File: src/rtl/binop_sweep_pkg.sv
// Shared types and helpers for the binary-operator sweep generator.
package binop_sweep_pkg;

  typedef enum logic [1:0] {
    S_IDLE = 2'd0,
    S_RUN  = 2'd1,
    S_DONE = 2'd2
  } state_e;

  // Upper bounds for the width-generic helpers below. MAX_RW covers
  // SIZE=8 (20*8+20). Signatures wider than MAX_SIGW are not supported.
  localparam int MAX_RW   = 180;
  localparam int MAX_SIGW = 256;

  // Mask with the low sigw bits set.
  function automatic logic [MAX_SIGW-1:0] sig_mask(input int sigw);
    sig_mask = ~({MAX_SIGW{1'b1}} << sigw);
  endfunction

  // XOR of consecutive sigw-bit chunks starting at bit 0. The caller
  // zero-extends data, so the top chunk comes out zero-padded.
  function automatic logic [MAX_SIGW-1:0] fold(input logic [MAX_RW-1:0] data,
                                               input int sigw);
    logic [MAX_SIGW-1:0] acc;
    logic [MAX_RW-1:0]   d;
    logic [MAX_SIGW-1:0] m;
    acc = '0;
    d   = data;
    m   = sig_mask(sigw);
    for (int k = 0; k < MAX_RW; k++) begin
      acc = acc ^ (MAX_SIGW'(d) & m);
      d   = d >> sigw;
    end
    return acc;
  endfunction

  // Rotate the low sigw bits of x left by one.
  function automatic logic [MAX_SIGW-1:0] rotl1(input logic [MAX_SIGW-1:0] x,
                                                input int sigw);
    logic [MAX_SIGW-1:0] m;
    logic [MAX_SIGW-1:0] xm;
    m  = sig_mask(sigw);
    xm = x & m;
    return ((xm << 1) | (xm >> (sigw - 1))) & m;
  endfunction

endpackage

File: src/rtl/binop_sweep_gen_sig_acc.sv
// Running signature register: sig <= rotl1(sig) ^ fold(data) when enabled.
module binop_sig_acc
  import binop_sweep_pkg::*;
#(
  parameter int RW   = 40,
  parameter int SIGW = 32
) (
  input  logic            clk,
  input  logic            rst_n,
  input  logic            clr,
  input  logic            en,
  input  logic [RW-1:0]   data,
  output logic [SIGW-1:0] sig
);

  logic [SIGW-1:0] r_sig;

  // Clear wins over enable so a restart always begins from zero.
  always_ff @(posedge clk or negedge rst_n) begin
    if (!rst_n) begin
      r_sig <= '0;
    end else if (clr) begin
      r_sig <= '0;
    end else if (en) begin
      r_sig <= SIGW'(rotl1(MAX_SIGW'(r_sig), SIGW) ^ fold(MAX_RW'(data), SIGW));
    end
  end

  assign sig = r_sig;

endmodule

File: src/rtl/binop_sweep_gen.sv
// Exhaustive operand-pair sweep for a binary-operator unit, with a
// signature over the unit's concatenated results.
//
// Handshake: src_valid is high exactly while in RUN; a pair is accepted on
// any rising edge where src_valid && src_ready. Operands, pair count and
// signature only move on accept, so they hold while src_ready is low.
module binop_sweep_gen
  import binop_sweep_pkg::*;
#(
  parameter int  SIZE = 4,
  parameter int  SIGW = 32,
  localparam int RW   = 20 * SIZE + 20
) (
  input  logic              clk,
  input  logic              rst_n,
  input  logic              start,
  input  logic              abort,
  output logic [SIZE-1:0]   src1,
  output logic [SIZE-1:0]   src2,
  output logic              src_valid,
  input  logic              src_ready,
  input  logic [RW-1:0]     res_data,
  output logic [SIGW-1:0]   sig,
  output logic [2*SIZE:0]   pair_cnt,
  output logic              busy,
  output logic              done,
  output state_e            o_dbg_state
);

  localparam int CW = 2 * SIZE + 1;

  state_e          r_state;
  state_e          w_next_state;
  logic [SIZE-1:0] r_src1;
  logic [SIZE-1:0] r_src2;
  logic [CW-1:0]   r_pair_cnt;
  logic            w_accept;
  logic            w_last;
  logic            w_clr;

  assign w_accept = (r_state == S_RUN) && src_ready;
  assign w_last   = (&r_src1) && (&r_src2);

  // State register.
  always_ff @(posedge clk or negedge rst_n) begin
    if (!rst_n) begin
      r_state <= S_IDLE;
    end else begin
      r_state <= w_next_state;
    end
  end

  // Next state and sweep-clear; abort in RUN beats the final-pair exit,
  // and start beats abort outside RUN (abort is ignored there anyway).
  always_comb begin
    w_next_state = r_state;
    w_clr        = 1'b0;
    case (r_state)
      S_IDLE, S_DONE: begin
        if (start) begin
          w_next_state = S_RUN;
          w_clr        = 1'b1;
        end
      end
      S_RUN: begin
        if (abort) begin
          w_next_state = S_IDLE;
        end else if (w_accept && w_last) begin
          w_next_state = S_DONE;
        end
      end
      default: w_next_state = S_IDLE;
    endcase
  end

  // Operand counters: src2 inner loop, src1 outer; both wrap to 0 after the last pair.
  always_ff @(posedge clk or negedge rst_n) begin
    if (!rst_n) begin
      r_src1     <= '0;
      r_src2     <= '0;
      r_pair_cnt <= '0;
    end else if (w_clr) begin
      r_src1     <= '0;
      r_src2     <= '0;
      r_pair_cnt <= '0;
    end else if (w_accept) begin
      r_pair_cnt <= r_pair_cnt + CW'(1);
      r_src2     <= r_src2 + SIZE'(1);
      if (&r_src2) begin
        r_src1 <= r_src1 + SIZE'(1);
      end
    end
  end

  binop_sig_acc #(
    .RW   (RW),
    .SIGW (SIGW)
  ) u_sig_acc (
    .clk   (clk),
    .rst_n (rst_n),
    .clr   (w_clr),
    .en    (w_accept),
    .data  (res_data),
    .sig   (sig)
  );

  assign src1        = r_src1;
  assign src2        = r_src2;
  assign pair_cnt    = r_pair_cnt;
  assign src_valid   = (r_state == S_RUN);
  assign busy        = (r_state == S_RUN);
  assign done        = (r_state == S_DONE);
  assign o_dbg_state = r_state;

endmodule
File: config.mk
export PLATFORM = sky130hd
export DESIGN_NAME = binop_sweep_gen
export DESIGN_NICKNAME = d
export VERILOG_FILES = /design/src/rtl/binop_sweep_pkg.sv /design/src/rtl/binop_sweep_gen_sig_acc.sv /design/src/rtl/binop_sweep_gen.sv
export SDC_FILE = /design/constraint.sdc
export NUM_CORES = 1
export LEC_CHECK = 0
export CORE_MARGIN = 2
export CORE_UTILIZATION = 43
export CTS_CLUSTER_SIZE = 40
export DETAILED_ROUTE_END_ITERATION = 12
export PLACE_DENSITY = 0.95
export SYNTH_ARGS = -nofsm -noshare
export SYNTH_HDL_FRONTEND = slang
export SYNTH_SLANG_ARGS = --single-unit
File: constraint.sdc
create_clock -name clk -period 3.2 [get_ports clk]
set_input_delay 0.64 -clock clk [delete_from_list [all_inputs] [get_ports clk]]
set_output_delay 0.64 -clock clk [all_outputs]
set_load 0.01 [all_outputs]
==> results.cfg, run 1 <==
[cells_and_area]
area_growth_pct = 56.7
fin_util_pct = 69.7
num_antenna_cells = 0
finalNetCount = 561
final_common_cell = clkdlybuf4s50_1
final_cell_mix = clkdlybuf4s50_1, xnor2_1, dfrtp_1
fillers = 537
drive_above_1_share_pct = 2.86

[pwr]
p_leak_nw = 1.80
pwr-share-seq_pct = 39.1
switching_share_pct = 33.8
switching_power_w = 0.000834
intPower_w = 0.00163
combPwrFrac_pct = 45.9
clkPwrFrac_pct = 15.0
power_w = 0.00247
vdd_ir_drop_max_v = 0.000281
cellPowerDensity_nw_per_um2 = 518

[drt]
antenna_left = 0
drtPass1Iterations = 4
drt_iter0_markers = 102
via_per_inst = 5.11
drt-wirelength-per-cell_um = 14.7
wl_um = 8100
via_count = 2808
drc_errors = 0

[synth]
yosys_warnings = 0
synth.distinct_cells = 30
syn_inst = 303
syn_nets = 411
synth_area_per_cell_um2 = 10.0
synth_seq_cells = 51
synth.yosys.seq_area_share_pct = 42.0
netlist_area_um2 = 3040

[cts]
htree_levels = 2
cts.root.buffer_cell = clkbuf_8
cts_tree = yes
clkSinkCount = 51
clk_pin_slew_worst_paths_ns = 0.09
cts_hold_buf = 0
cts.repair.resized = 0
cts_max_path_buffers = 2
cts_setup_buffers = 0
clk-insertion-delay-late_ns = 0.30
cts_made_buffers = 5

[critical_path]
r2r_end = pair_cnt[4]
critical_path_class = flop to output port
r2r_setup_slack_ns = 1.43
ff2ff_path_depth = 3
cp_max_fo = 9
rr_startpoint = o_dbg_state[0]
worstPathArrival_ns = 1.69
endpoint_kind = output port
cp-startpoint = o_dbg_state[0]
cp-start-kind = flop
critPathCapture = src_valid
worstPathRequired_ns = 2.56

[timing]
whs_ns = 0.549
slew_headroom_pct = 25.5
hold_viol = 0
period_share_pct = 72.7
finalSetupTns_ns = 0
rsz0062_at_grt = false
tightestPinTransition_ns = 1.12
max_freq_mhz = 430
post-route-min-period_ns = 2.33
drv_slew = 0
worst_slack_ns = 0.873
finalSetupViolCount = 0
fin_skew_ns = 0.00933

[run]
maxCapViolations = 0

[floorplanning]
fp.coreArea_um2 = 6830
die_h_um = 88.0
die_w_um = 88.0
initial_utilization_pct = 44.5
rows = 30
dieArea_um2 = 7750
io_pins = 159

[worst_hold_path]
hold_path.class = input port to async pin

[global_route]
grt_max_degree = 52
grt_pass1_wl_um = 12400
antenna_found_initial = 0
grt_pass1_vias = 2847
grt.total_usage_pct = 20.5
grt_remaining_overflow = 0

[placement]
place_ws_ns = 0.863
gp_congestion = 0.795
portBuffers = 158
place_hpwl_um = 6360

[outcome]
outcome = complete, no violations
-- kinds of logic (layout without fill, tap and decap cells) --
logic type,after synthesis,count (layout),synth area share (%)
adders and majority gates,3,3,1.24
buffers and inverters,24,175,3.50
DFF,51,51,42.0
muxes,1,1,0.330
AOI/OAI and AO/OA,61,61,11.0
xor gates and xnor gates,97,97,29.8
and+or+nand+nor,66,66,12.1
-- stage by stage --
| step | instances | instance area (µm²) |
|---|---|---|
| 2_1_floorplan | 303 | 3040 |
| 3_3_place_gp | 542 | 4670 |
| 3_5_place_dp | 542 | 4670 |
| 4_1_cts | 550 | 4760 |
| 5_1_grt | 550 | 4760 |
| 6_report | 550 | 4760 |
-- power by group through the flow --
stage | combinational (W) | sequential [W] | clock [W]
final | 0.00113 | 0.000964 | 0.000369
after global routing | 0.00123 | 0.000989 | 0.000410
after CTS | 0.00115 | 0.000963 | 0.000376
after detailed placement | 0.00114 | 0.000973 | 0
after global placement | 0.00110 | 0.000962 | 0
after floorplan | 0.000512 | 0.00102 | 0
-- cell usage after synthesis, drive strengths merged --
library cell | number | area share [%]
xnor2 | 92 | 27
dfrtp | 51 | 42
o21ai | 43 | 7.1
nand3 | 41 | 6.8
clkbuf | 11 | 1.4
a21oi | 9 | 1.5
inv | 7 | 0.87
buf | 6 | 1.3
or3 | 5 | 1.0
o31ai | 4 | 0.99
or4 | 4 | 0.99
xnor3 | 4 | 3.0
ha | 3 | 1.2
nand2 | 3 | 0.37
nand2b | 3 | 0.62
nand4b | 2 | 0.58
nor2b | 2 | 0.41
o311ai | 2 | 0.58
o41ai | 2 | 0.58
and2b | 1 | 0.25
mux2i | 1 | 0.33
nand3b | 1 | 0.37
nand4 | 1 | 0.21
nor2 | 1 | 0.12
nor3 | 1 | 0.16
nor4 | 1 | 0.21
o211a | 1 | 0.33
xor2 | 1 | 0.29
-- worst min path at each step --
stage / startpoint / endpoint / slack, ns
3_5_place_dp: u_sig_acc.sig[31] / u_sig_acc.sig[31] / 0.54
2_1_floorplan: rst_n / o_dbg_state[0] / 0.34
3_3_place_gp: pair_cnt[8] / pair_cnt[8] / 0.53
6_report: rst_n / u_sig_acc.sig[28] / 0.55
4_1_cts: pair_cnt[8] / pair_cnt[8] / 0.56
5_1_grt: src2[0] / src2[0] / 0.60
-- per-layer routing --
layer | global-route usage (%) | part of all wire (%) | wire length (µm)
met1 | 21.1 | 35 | 2870
met2 | 39.3 | 56 | 4500
met3 | 5.75 | 7.0 | 566
met4 | 7.44 | 2.1 | 170
met5 | 0 | 0 | 0
-- cell type report --
type                       count  area, µm²  share of cell area [%]
timing repair buffer         160       1590                    33.4
tap                           96        120                    2.52
clock buffer                   5       68.8                    1.45
sequential                    51       1280                    26.8
multi-input combinational    228       1660                    34.8
inverter                       7       26.3                   0.552
clock inverter                 3       18.8                   0.394
-- critical path: stages, from the launching register on --
cell,delay (ns)
dfrtp_1,0.51
nor2b_1,0.28
clkdlybuf4s50_1,0.60
-- sequential cells by signal, summed over array words and instances (netlist names) --
register       count
o_dbg_state        2
src1               4
src2               4
u_sig_acc.sig     32
pair_cnt           9
No activity file was read; power rests on OpenSTA's default activity.
==> run 2: changes to the inputs <==
- CORE_UTILIZATION: 43 -> 36
- PLACE_DENSITY: 0.95 -> 0.87
- clock period: 3.2 -> 2.01 ns (I/O delays scaled with it)
==> run 2 against run 1 <==
Count of clock-buffer cells in the layout is 1 higher. Worst hold slack lost 0.34 ns. Register-to-register slack got worse by 1.1 ns. Non-clock buffer count is 5 higher. Sequential share of layout area shrank 0.50 points. Critical endpoint is now busy. Combinational power rose by 60%. First-iteration DRC count is 32% lower. Critical path depth unchanged. Largest power group unchanged. Utilization is 11 points lower.
==> results.cfg, run 2 (synthesis results as in run 1) <==
[critical_path]
ff2ff_path_depth = 4
cp-start-kind = flop
endpoint_kind = output port
cp_max_fo = 8
cp-startpoint = o_dbg_state[1]
crit_family = buffers and inverters
max_stage_delay_ns = 0.55
critical_path_class = flop to output port
r2r_end = src1[3]
rr_startpoint = src2[0]
worstPathRequired_ns = 1.61
crit_path_top_delay_cell = clkdlybuf4s50_1
path_cells = nor2b_2 > clkdlybuf4s50_1
r2r_setup_slack_ns = 0.36
critPathCapture = busy
path_buf_inv = 1
worstPathArrival_ns = 1.49
cp.depth = 2

[cells_and_area]
multi_input_area_um2 = 1660
final_common_cell = clkdlybuf4s50_1
area_growth_pct = 59.8
fillers = 707
num_antenna_cells = 0
largest_reg_flops = 32
top_register = u_sig_acc.sig
ff_latch_area_um2 = 1280
drive_above_1_share_pct = 4.36
finalNetCount = 566
final_cell_area_um2 = 4850
final_cell_mix = clkdlybuf4s50_1, xnor2_1, dfrtp_1

[placement]
portBuffers = 158
gp_congestion = 0.816
place_area_um2 = 4730
place_hpwl_um = 6230
place_ws_ns = -0.0185

[pwr]
p_leak_nw = 1.84
cellPowerDensity_nw_per_um2 = 836
switching_share_pct = 31.7
combPwrFrac_pct = 44.6
intPower_w = 0.00277
switching_power_w = 0.00129
pwr-share-seq_pct = 37.5
vdd_ir_drop_max_v = 0.000498
clkPwrFrac_pct = 17.9
power_w = 0.00406

[cts]
htree_levels = 2
clk-insertion-delay-late_ns = 0.29
clk_pin_slew_worst_paths_ns = 0.09
clkSinkCount = 51
cts_made_buffers = 5
cts_tree = yes
cts.root.buffer_cell = clkbuf_8
cts_max_path_buffers = 2

[run]
maxCapViolations = 0

[drt]
drt_iter0_markers = 69
drt-wirelength-per-cell_um = 13.9
drc_errors = 0
via_count = 2754
via_per_inst = 4.88
wl_um = 7820
drtPass1Iterations = 4
antenna_left = 0

[timing]
max_freq_mhz = 527
rsz0062_at_grt = false
worst_slack_ns = 0.113
whs_ns = 0.209
tightestPinTransition_ns = 0.638
finalSetupTns_ns = 0
finalSetupViolCount = 0
fin_skew_ns = 0.00474
period_share_pct = 94.4
hold_viol = 0
slew_headroom_pct = 57.5
drv_slew = 0
post-route-min-period_ns = 1.90

[global_route]
grt.total_usage_pct = 16.6
grt_pass1_vias = 2727
grt_pass1_wl_um = 12200
grt_max_degree = 52
antenna_found_initial = 0
grt_remaining_overflow = 0

[floorplanning]
dieArea_um2 = 9190
die_h_um = 95.8
fp.coreArea_um2 = 8220
initial_utilization_pct = 37.0
io_pins = 159
die_w_um = 95.8
rows = 33

[outcome]
outcome = complete, no violations

[worst_hold_path]
hold_path.class = input port to async pin
-- run 2: cell types whose count changed in the layout (fill, tap and decap cells not counted), sizes merged --
cell	previous run	this run
inv	8	7
buf	3	8
bufinv	0	1
clkbuf	5	6
clkinv	2	1
-- run 2: through the flow --
stage               util [%]  cells
floorplan                  -    303
global placement        57.6    556
detailed placement      57.6    556
CTS                     59.0    564
global route            59.1    564
finish                  59.1    564
-- run 2: worst min-delay path by stage --
stage,start,slack (ns),end
2_1_floorplan,rst_n,0.11,o_dbg_state[0]
5_1_grt,rst_n,0.28,u_sig_acc.sig[28]
4_1_cts,rst_n,0.23,u_sig_acc.sig[28]
6_report,rst_n,0.21,u_sig_acc.sig[28]
3_3_place_gp,u_sig_acc.sig[21],0.53,u_sig_acc.sig[21]
3_5_place_dp,pair_cnt[5],0.54,pair_cnt[5]
-- run 2: layout make-up --
cell class	instances	area share [%]
clock buffers	6	1.70
repair buffers	165	33.8
inverters	7	0.541
multi-input cells	228	34.2
well taps	105	2.71
flip-flops and latches	51	26.3
clock inverters	2	0.722
-- run 2: worst register-to-register path, delay by kind of cell (launching register included) --
kind,cells,cell delay (ns)
fa+ha+maj,1,0.21
flops,1,0.43
simple gates,2,0.78
compound gates,1,0.15
-- run 2: timing repair --
action	in CTS	in global routing
gates resized for setup	1	1
endpoints found under the setup margin	2	2
hold buffers	0	0
gates cloned	0	0
buffers inserted	0	0
-- run 2: routing by layer --
metal	global-route usage [%]	part of all wire [%]
met2	31.5	54
met1	19.0	39
met3	3.45	6.5
met5	0	0
met4	3.57	0.50
-- run 2: power by group through the flow --
stage | combinational, W | sequential, W | clock [W]
2_1_floorplan | 0.000815 | 0.00162 | 0
5_1_grt | 0.00197 | 0.00157 | 0.000786
3_3_place_gp | 0.00178 | 0.00153 | 0
4_1_cts | 0.00183 | 0.00153 | 0.000750
6_report | 0.00181 | 0.00152 | 0.000726
3_5_place_dp | 0.00183 | 0.00154 | 0
==> run 3: changes to the inputs <==
- SLEW_MARGIN: default -> 20
==> results of run 3 <==
Final layout, timing and power as in run 2 (identical DEF).
